[src/rtl/router_pkg.sv]
// Shared types and helpers for the router packet transmitter.
// Header byte layout is {len[5:0], addr[1:0]}.
package router_pkg;

    localparam int ADDR_W = 2;
    localparam int LEN_W  = 6;
    localparam int DATA_W = 8;

    localparam logic [ADDR_W-1:0] ILLEGAL_ADDR = 2'b11;

    typedef enum logic [2:0] {
        TX_IDLE,
        TX_LOAD,
        TX_HEADER,
        TX_PAYLOAD,
        TX_PARITY,
        TX_GAP
    } tx_state_t;

    function automatic logic [DATA_W-1:0] pack_header(input logic [LEN_W-1:0]  len,
                                                      input logic [ADDR_W-1:0] addr);
        return {len, addr};
    endfunction

    function automatic logic [LEN_W-1:0] header_len(input logic [DATA_W-1:0] hdr);
        return hdr[DATA_W-1:ADDR_W];
    endfunction

    function automatic logic [ADDR_W-1:0] header_addr(input logic [DATA_W-1:0] hdr);
        return hdr[ADDR_W-1:0];
    endfunction

endpackage

[src/rtl/router_tx_buf.sv]
// Payload store for router_pkt_tx: synchronous write, combinational read.
// Contents are not reset; only locations written for the current packet are ever read.
module router_tx_buf
    import router_pkg::*;
#(
    parameter int DEPTH = 64
) (
    input  logic              clock,
    input  logic              wr_en,
    input  logic [LEN_W-1:0]  wr_addr,
    input  logic [DATA_W-1:0] wr_data,
    input  logic [LEN_W-1:0]  rd_addr,
    output logic [DATA_W-1:0] rd_data
);

    logic [DATA_W-1:0] mem [DEPTH];

    always_ff @(posedge clock) begin
        if (wr_en) begin
            mem[wr_addr] <= wr_data;
        end
    end

    assign rd_data = mem[rd_addr];

endmodule

[src/rtl/router_pkt_tx.sv]
// Store-and-forward packet source for the router input protocol.
// Optional macro ROUTER_TX_ERR_INJECT_EN adds err_inject to corrupt the parity byte.
//
// state      | meaning
// TX_IDLE    | waiting for a request (req_ready=1)
// TX_LOAD    | buffering payload bytes (pl_ready=1)
// TX_HEADER  | presenting header byte, pkt_valid=1
// TX_PAYLOAD | presenting buffered payload bytes, pkt_valid=1
// TX_PARITY  | presenting parity byte, pkt_valid=0
// TX_GAP     | forced inter-packet idle
module router_pkt_tx
    import router_pkg::*;
#(
    parameter int MAX_LEN    = 63,
    parameter int IPG_CYCLES = 2
) (
    input  logic                clock,
    input  logic                reset,
    input  logic                req_valid,
    output logic                req_ready,
    input  logic [ADDR_W-1:0]   req_addr,
    input  logic [LEN_W-1:0]    req_len,
    input  logic                pl_valid,
    input  logic [DATA_W-1:0]   pl_data,
    output logic                pl_ready,
    input  logic                busy,
`ifdef ROUTER_TX_ERR_INJECT_EN
    input  logic                err_inject,
`endif
    output logic                pkt_valid,
    output logic [DATA_W-1:0]   data_out,
    output logic                tx_done,
    output logic                req_drop
);

    localparam int DEPTH = MAX_LEN + 1;
    localparam int GAP_W = 8;

    tx_state_t         state_q, state_d;
    logic [LEN_W-1:0]  cnt_q, cnt_d;
    logic [DATA_W-1:0] hdr_q, hdr_d;
    logic [DATA_W-1:0] parity_q, parity_d;
    logic [GAP_W-1:0]  gap_q, gap_d;
    logic              err_q;
    logic [LEN_W-1:0]  len_q;
    logic              legal_accept;

    logic              pkt_valid_d;
    logic [DATA_W-1:0] data_out_d;
    logic              tx_done_d;
    logic              req_drop_d;

    logic              buf_we;
    logic [DATA_W-1:0] buf_rdata;

    assign len_q        = header_len(hdr_q);
    assign req_ready    = (state_q == TX_IDLE) && !reset;
    assign pl_ready     = (state_q == TX_LOAD);
    assign legal_accept = (state_q == TX_IDLE) && req_valid && (req_addr != ILLEGAL_ADDR);

    router_tx_buf #(
        .DEPTH (DEPTH)
    ) u_buf (
        .clock   (clock),
        .wr_en   (buf_we),
        .wr_addr (cnt_q),
        .wr_data (pl_data),
        .rd_addr (cnt_d),
        .rd_data (buf_rdata)
    );

`ifdef ROUTER_TX_ERR_INJECT_EN
    always_ff @(posedge clock or posedge reset) begin
        if (reset) begin
            err_q <= 1'b0;
        end else if (legal_accept) begin
            err_q <= err_inject;
        end
    end
`else
    assign err_q = 1'b0;
`endif

    always_comb begin
        state_d    = state_q;
        cnt_d      = cnt_q;
        hdr_d      = hdr_q;
        parity_d   = parity_q;
        gap_d      = gap_q;
        buf_we     = 1'b0;
        tx_done_d  = 1'b0;
        req_drop_d = 1'b0;

        case (state_q)
            TX_IDLE: begin
                if (req_valid) begin
                    if (req_addr == ILLEGAL_ADDR) begin
                        req_drop_d = 1'b1;
                    end else begin
                        hdr_d    = pack_header(req_len, req_addr);
                        parity_d = pack_header(req_len, req_addr);
                        cnt_d    = '0;
                        state_d  = (req_len == '0) ? TX_HEADER : TX_LOAD;
                    end
                end
            end
            TX_LOAD: begin
                if (pl_valid) begin
                    buf_we   = 1'b1;
                    parity_d = parity_q ^ pl_data;
                    cnt_d    = cnt_q + 6'd1;
                    if (cnt_q == len_q - 6'd1) begin
                        state_d = TX_HEADER;
                    end
                end
            end
            TX_HEADER: begin
                if (!busy) begin
                    cnt_d   = '0;
                    state_d = (len_q == '0) ? TX_PARITY : TX_PAYLOAD;
                end
            end
            TX_PAYLOAD: begin
                if (!busy) begin
                    cnt_d = cnt_q + 6'd1;
                    if (cnt_q == len_q - 6'd1) begin
                        state_d = TX_PARITY;
                    end
                end
            end
            TX_PARITY: begin
                if (!busy) begin
                    tx_done_d = 1'b1;
                    if (IPG_CYCLES == 0) begin
                        state_d = TX_IDLE;
                    end else begin
                        state_d = TX_GAP;
                        gap_d   = GAP_W'(IPG_CYCLES - 1);
                    end
                end
            end
            TX_GAP: begin
                if (gap_q == '0) begin
                    state_d = TX_IDLE;
                end else begin
                    gap_d = gap_q - 8'd1;
                end
            end
            default: state_d = TX_IDLE;
        endcase

        // Outputs are registered from the next state so they line up with state_q;
        // a stalled beat therefore re-selects the same byte every cycle.
        pkt_valid_d = 1'b0;
        data_out_d  = '0;
        case (state_d)
            TX_HEADER: begin
                pkt_valid_d = 1'b1;
                data_out_d  = hdr_d;
            end
            TX_PAYLOAD: begin
                pkt_valid_d = 1'b1;
                data_out_d  = buf_rdata;
            end
            TX_PARITY: begin
                data_out_d = parity_d ^ {{(DATA_W-1){1'b0}}, err_q};
            end
            default: begin
                pkt_valid_d = 1'b0;
                data_out_d  = '0;
            end
        endcase
    end

    always_ff @(posedge clock or posedge reset) begin
        if (reset) begin
            state_q   <= TX_IDLE;
            cnt_q     <= '0;
            hdr_q     <= '0;
            parity_q  <= '0;
            gap_q     <= '0;
            pkt_valid <= 1'b0;
            data_out  <= '0;
            tx_done   <= 1'b0;
            req_drop  <= 1'b0;
        end else begin
            state_q   <= state_d;
            cnt_q     <= cnt_d;
            hdr_q     <= hdr_d;
            parity_q  <= parity_d;
            gap_q     <= gap_d;
            pkt_valid <= pkt_valid_d;
            data_out  <= data_out_d;
            tx_done   <= tx_done_d;
            req_drop  <= req_drop_d;
        end
    end

endmodule

[config.mk]
export PLATFORM = sky130hd
export DESIGN_NAME = router_pkt_tx
export DESIGN_NICKNAME = d
export VERILOG_FILES = /design/src/rtl/router_pkg.sv /design/src/rtl/router_tx_buf.sv /design/src/rtl/router_pkt_tx.sv
export SDC_FILE = /design/constraint.sdc
export NUM_CORES = 1
export LEC_CHECK = 0
export BUFFER_PORTS_ARGS = -buffer_cell sky130_fd_sc_hd__clkbuf_2
export CAP_MARGIN = 30
export CORE_ASPECT_RATIO = 1.25
export CORE_UTILIZATION = 63
export DETAILED_ROUTE_END_ITERATION = 6
export PLACE_DENSITY = 0.8
export SLEW_MARGIN = 20
export SYNTH_ARGS = -nofsm -noshare
export SYNTH_HDL_FRONTEND = slang
export SYNTH_SLANG_ARGS = --single-unit
[constraint.sdc]
create_clock -name clock -period 4.3 [get_ports clock]
set_clock_uncertainty 0.05 [all_clocks]
set_input_delay 0.86 -clock clock [delete_from_list [all_inputs] [get_ports clock]]
set_output_delay 0.86 -clock clock [all_outputs]
set_load 0.02 [all_outputs]
==> summary.md <==
| Metric | Value |
|---|---|
| Outcome | finished clean |
| Ys Warns | 0 |
| Worst slack at placement | -0.2972 ns |
| Crit start category | flop |
| Area Overhead vs Synth | 12.07% |
| Worst hold path class | in2async |
| Starting Density | 0.6443 |
| Setup violators final | 0 |
| Fillers | 2273 |
| Critical Path AT | about 4.7 ns |
| Area of the core | 36500 um2 |
| Die W | around 170 um |
| Port buffer count | 33 |
| Hold_ws | 0.2578 ns |
| Number of global-route vias before repair | 15730 |
| H-tree depth | 2 |
| Worst skew pair latency | 0.59 ns |
| Flop-to-flop setup slack | 0.05 ns |
| Clock buffer depth | 3 |
| Share of cells above drive strength 1 | 0.1491 |
| CTS root buffer | clkbuf_16 |
| Post-route cell area | 26360 um2 |
| Largest net degree at the start of global routing | 96 |
| Main synth FF type | edfxtp_1 |
| CP Buf/Inv Count | 4 |
| Fin. Hold Viols | 0 |
| Combinational share of power | 0.443 |
| Die Span Y | 218.0 um |
| CP endpoint kind | flop |
| Dominant cell type by area after synthesis | edfxtp_1 |
| Final worst slack | about 0.053 ns |
| Required time of the critical path | 4.73 ns |
| First-pass GRT wire length | 100500 um |
| Sequential Power Share | 0.326 |
| Net switching power | 7.850 mW |
| Switching part of the total power | 0.3994 |
| Slew Viols, Final | 0 |
| Antenna-violating nets left | 0 |
| Pint | approximately 12 mW |
| Post-DP Area | 24620 um2 |
| Grt total ovfl | 0 |
| Slew @ Worst Pin | between 0.9 and 1 ns |
| Clock transition at path regs | 0.07 ns |
| DR WL/cell | 29.83 um |
| Mean area per synthesized cell | 13.84 um2 |
| Static leakage | 9.017 nW |
| Setup TNS | 0 ns |
| # rows | between 70 and 80 |
| VDD IR max | 640.0 uV |
| Crit-path cells | buf_4 -> inv_1 -> a311o_1 -> o21a_4 -> inv_4 -> buf_12 -> mux2i_1 -> mux2i_1 -> a32o_1 -> o31ai_1 -> o41ai_1 -> a211o_1 |
| Sequential-to-total area share from yosys stat | 0.7006 |
| Syn_nets | ~1700 |
| CP most frequent cell | mux2i_1 |
| #FFs+latches synth | 556 |
| Clk pwr share | 0.232 |
| Post-synth top cells | edfxtp_1, nand2_1, nor2_1 |
| Fin crit share | 0.9877 |
| Cell area after synthesis | 23520 um2 |
| Synth area leaders | edfxtp_1, nand2_1, dfrtp_1 |
| CTS tree | yes |
| Post-Syn Instances | 1699 |
| Vias | approximately 16000 |
| Initial antenna violation count | 1 |
| Pwr dens | ~750 nW/um2 |
| DR iter-0 viols | between 2000 and 3000 |
| F_max | 235.5 MHz |
| CTS buffer count | 51 |
| Dpl hpwl | 44570 um |
| Placed Cells | 2195 |
| Final min period | between 4 and 5 ns |
| Max-slew headroom at the worst pin | 0.3406 |
| GRT Overall Usage | 0.3659 |
| Max-cap violations | 0 |
| Final Non-Filler Cells | 2298 |
| Clk sink count | 556 |
| Yosys cell types | 91 |
| DR pass1 iterations | 6 |
| Ys async rst share | 0.07914 |
| Nets | about 1800 |
| Most common cell in the netlist | edfxtp_1 |
| I/O Pins | 34 |
| CP Max Fanout | 28 |
| DRC Markers | 0 |
| WS Path Type | reg2reg |
| Routability congestion estimate from global placement | 0.9975 |
| CP max-delay cell | o31ai_1 |
| CP top delay family | compound AO/OA/AOI/OAI gates |
| EDFF count, synth | 512 |
| RSZ-0062 raised after global routing | no |
| Max stage delay on crit path | 0.68 ns |
| Yosys top cell area share | 0.6538 |
| Hold_buf cts | 0 |
| DRT Wirelength | 68540 um |
| Die area | 38110 um2 |
| Vias per std cell | 7.056 |
==> cell type report <==
type | count | area, um2 | share of cell area
Sequential cell | 556 | 16480 | 0.6252
Clock inverter | 28 | 311.5 | 0.01182
Tap cell | 480 | 600.6 | 0.02279
Inverter | 15 | 65.06 | 0.002469
Timing Repair Buffer | 126 | 1008 | 0.03826
Multi-Input combinational cell | 1025 | 6524 | 0.2475
Antenna cell | 1 | 2.502 | 0.00009494
Clock buffer | 67 | 1368 | 0.05189
==> state kept, by name, indices dropped and copies added, names as in the netlist <==
| register | cells |
|---|---|
| hdr_q | 8 |
| cnt_q | 6 |
| state_q | 3 |
| data_out | 8 |
| tx_done | 1 |
| gap_q | 8 |
| pkt_valid | 1 |
| req_drop | 1 |
| u_buf.mem | 512 |
| parity_q | 8 |
==> cells in the final DEF (no fill, tap or decap), types with 9 or more instances in the layout <==
| master | count |
|---|---|
| a21oi_1 | 44 |
| o211ai_1 | 10 |
| clkbuf_16 | 52 |
| clkbuf_1 | 14 |
| nand2_1 | 294 |
| nand3_1 | 95 |
| a221oi_1 | 23 |
| edfxtp_1 | 512 |
| and3_1 | 21 |
| dfrtp_1 | 43 |
| nor3_1 | 15 |
| a211oi_1 | 12 |
| mux2i_1 | 58 |
| xnor2_1 | 9 |
| mux2_2 | 14 |
| nand4_1 | 10 |
| o22ai_1 | 9 |
| a22oi_1 | 23 |
| a31oi_1 | 28 |
| nor4_1 | 12 |
| buf_12 | 11 |
| mux4_2 | 31 |
| clkinv_1 | 11 |
| inv_1 | 9 |
| a311oi_1 | 9 |
| nor2_1 | 123 |
| clkbuf_2 | 33 |
| o21ai_0 | 33 |
| a32oi_1 | 13 |
| buf_4 | 81 |
==> power groups by stage <==
stage	Sequential, mW	Clock [mW]	Combinational (mW)
5_1_grt	6.41	4.75	9.10
6_report	6.40	4.56	8.70
3_5_place_dp	6.49	0	8.41
3_3_place_gp	6.49	0	8.18
4_1_cts	6.38	4.57	8.49
2_1_floorplan	6.41	0	5.43
==> stage by stage <==
stage | utilization | total power [mW]
4_1_cts | 0.7205 | 19.44
6_report | 0.7221 | 19.65
3_5_place_dp | 0.6745 | 14.90
3_3_place_gp | 0.6731 | 14.67
5_1_grt | 0.7220 | 20.26
2_1_floorplan | - | 11.84
==> cell families (layout without fill, tap and decap cells) <==
logic type	count (synthesis)	after routing	share of synthesized area
fa+ha+maj	5	5	0.002660
flops	556	556	0.7006
compound gates	287	287	0.09103
mux	104	104	0.06156
buf+inv	118	236	0.02282
xor+xnor	14	14	0.005214
simple gates	615	615	0.1161
other cells	0	1	0
==> per-layer routing <==
metal / wire [um] / GRT usage / vias to the layer above
li1: - / - / 6687
met1: 24000 / 0.4737 / 7968
met2: 32310 / 0.5853 / 1340
met3: 8568 / 0.08351 / 216
met4: 3634 / 0.1843 / 4
met5: 27 / 0 / -
==> worst paths after layout <==
kind | from | cells past startpoint | end
setup / recovery | cnt_q[1]$_DFF_PP0_ | 12 | data_out[7]$_DFF_PP0_
hold reg to reg | parity_q[3]$_DFF_PP0_ | 1 | parity_q[3]$_DFF_PP0_
min in group clock | parity_q[3]$_DFF_PP0_ | 1 | parity_q[3]$_DFF_PP0_
max in group asynchronous | reset | 3 | data_out[0]$_DFF_PP0_
hold / removal | reset | 2 | cnt_q[4]$_DFF_PP0_
setup reg to reg | cnt_q[1]$_DFF_PP0_ | 12 | data_out[7]$_DFF_PP0_
==> timing repair <==
item | in CTS | in global routing
endpoints found under the setup margin | 0 | 1
setup buffers | 0 | 0
resized for setup | 0 | 1
hold endpoints to repair | 0 | 0
Power figures use the tool's default switching activity.
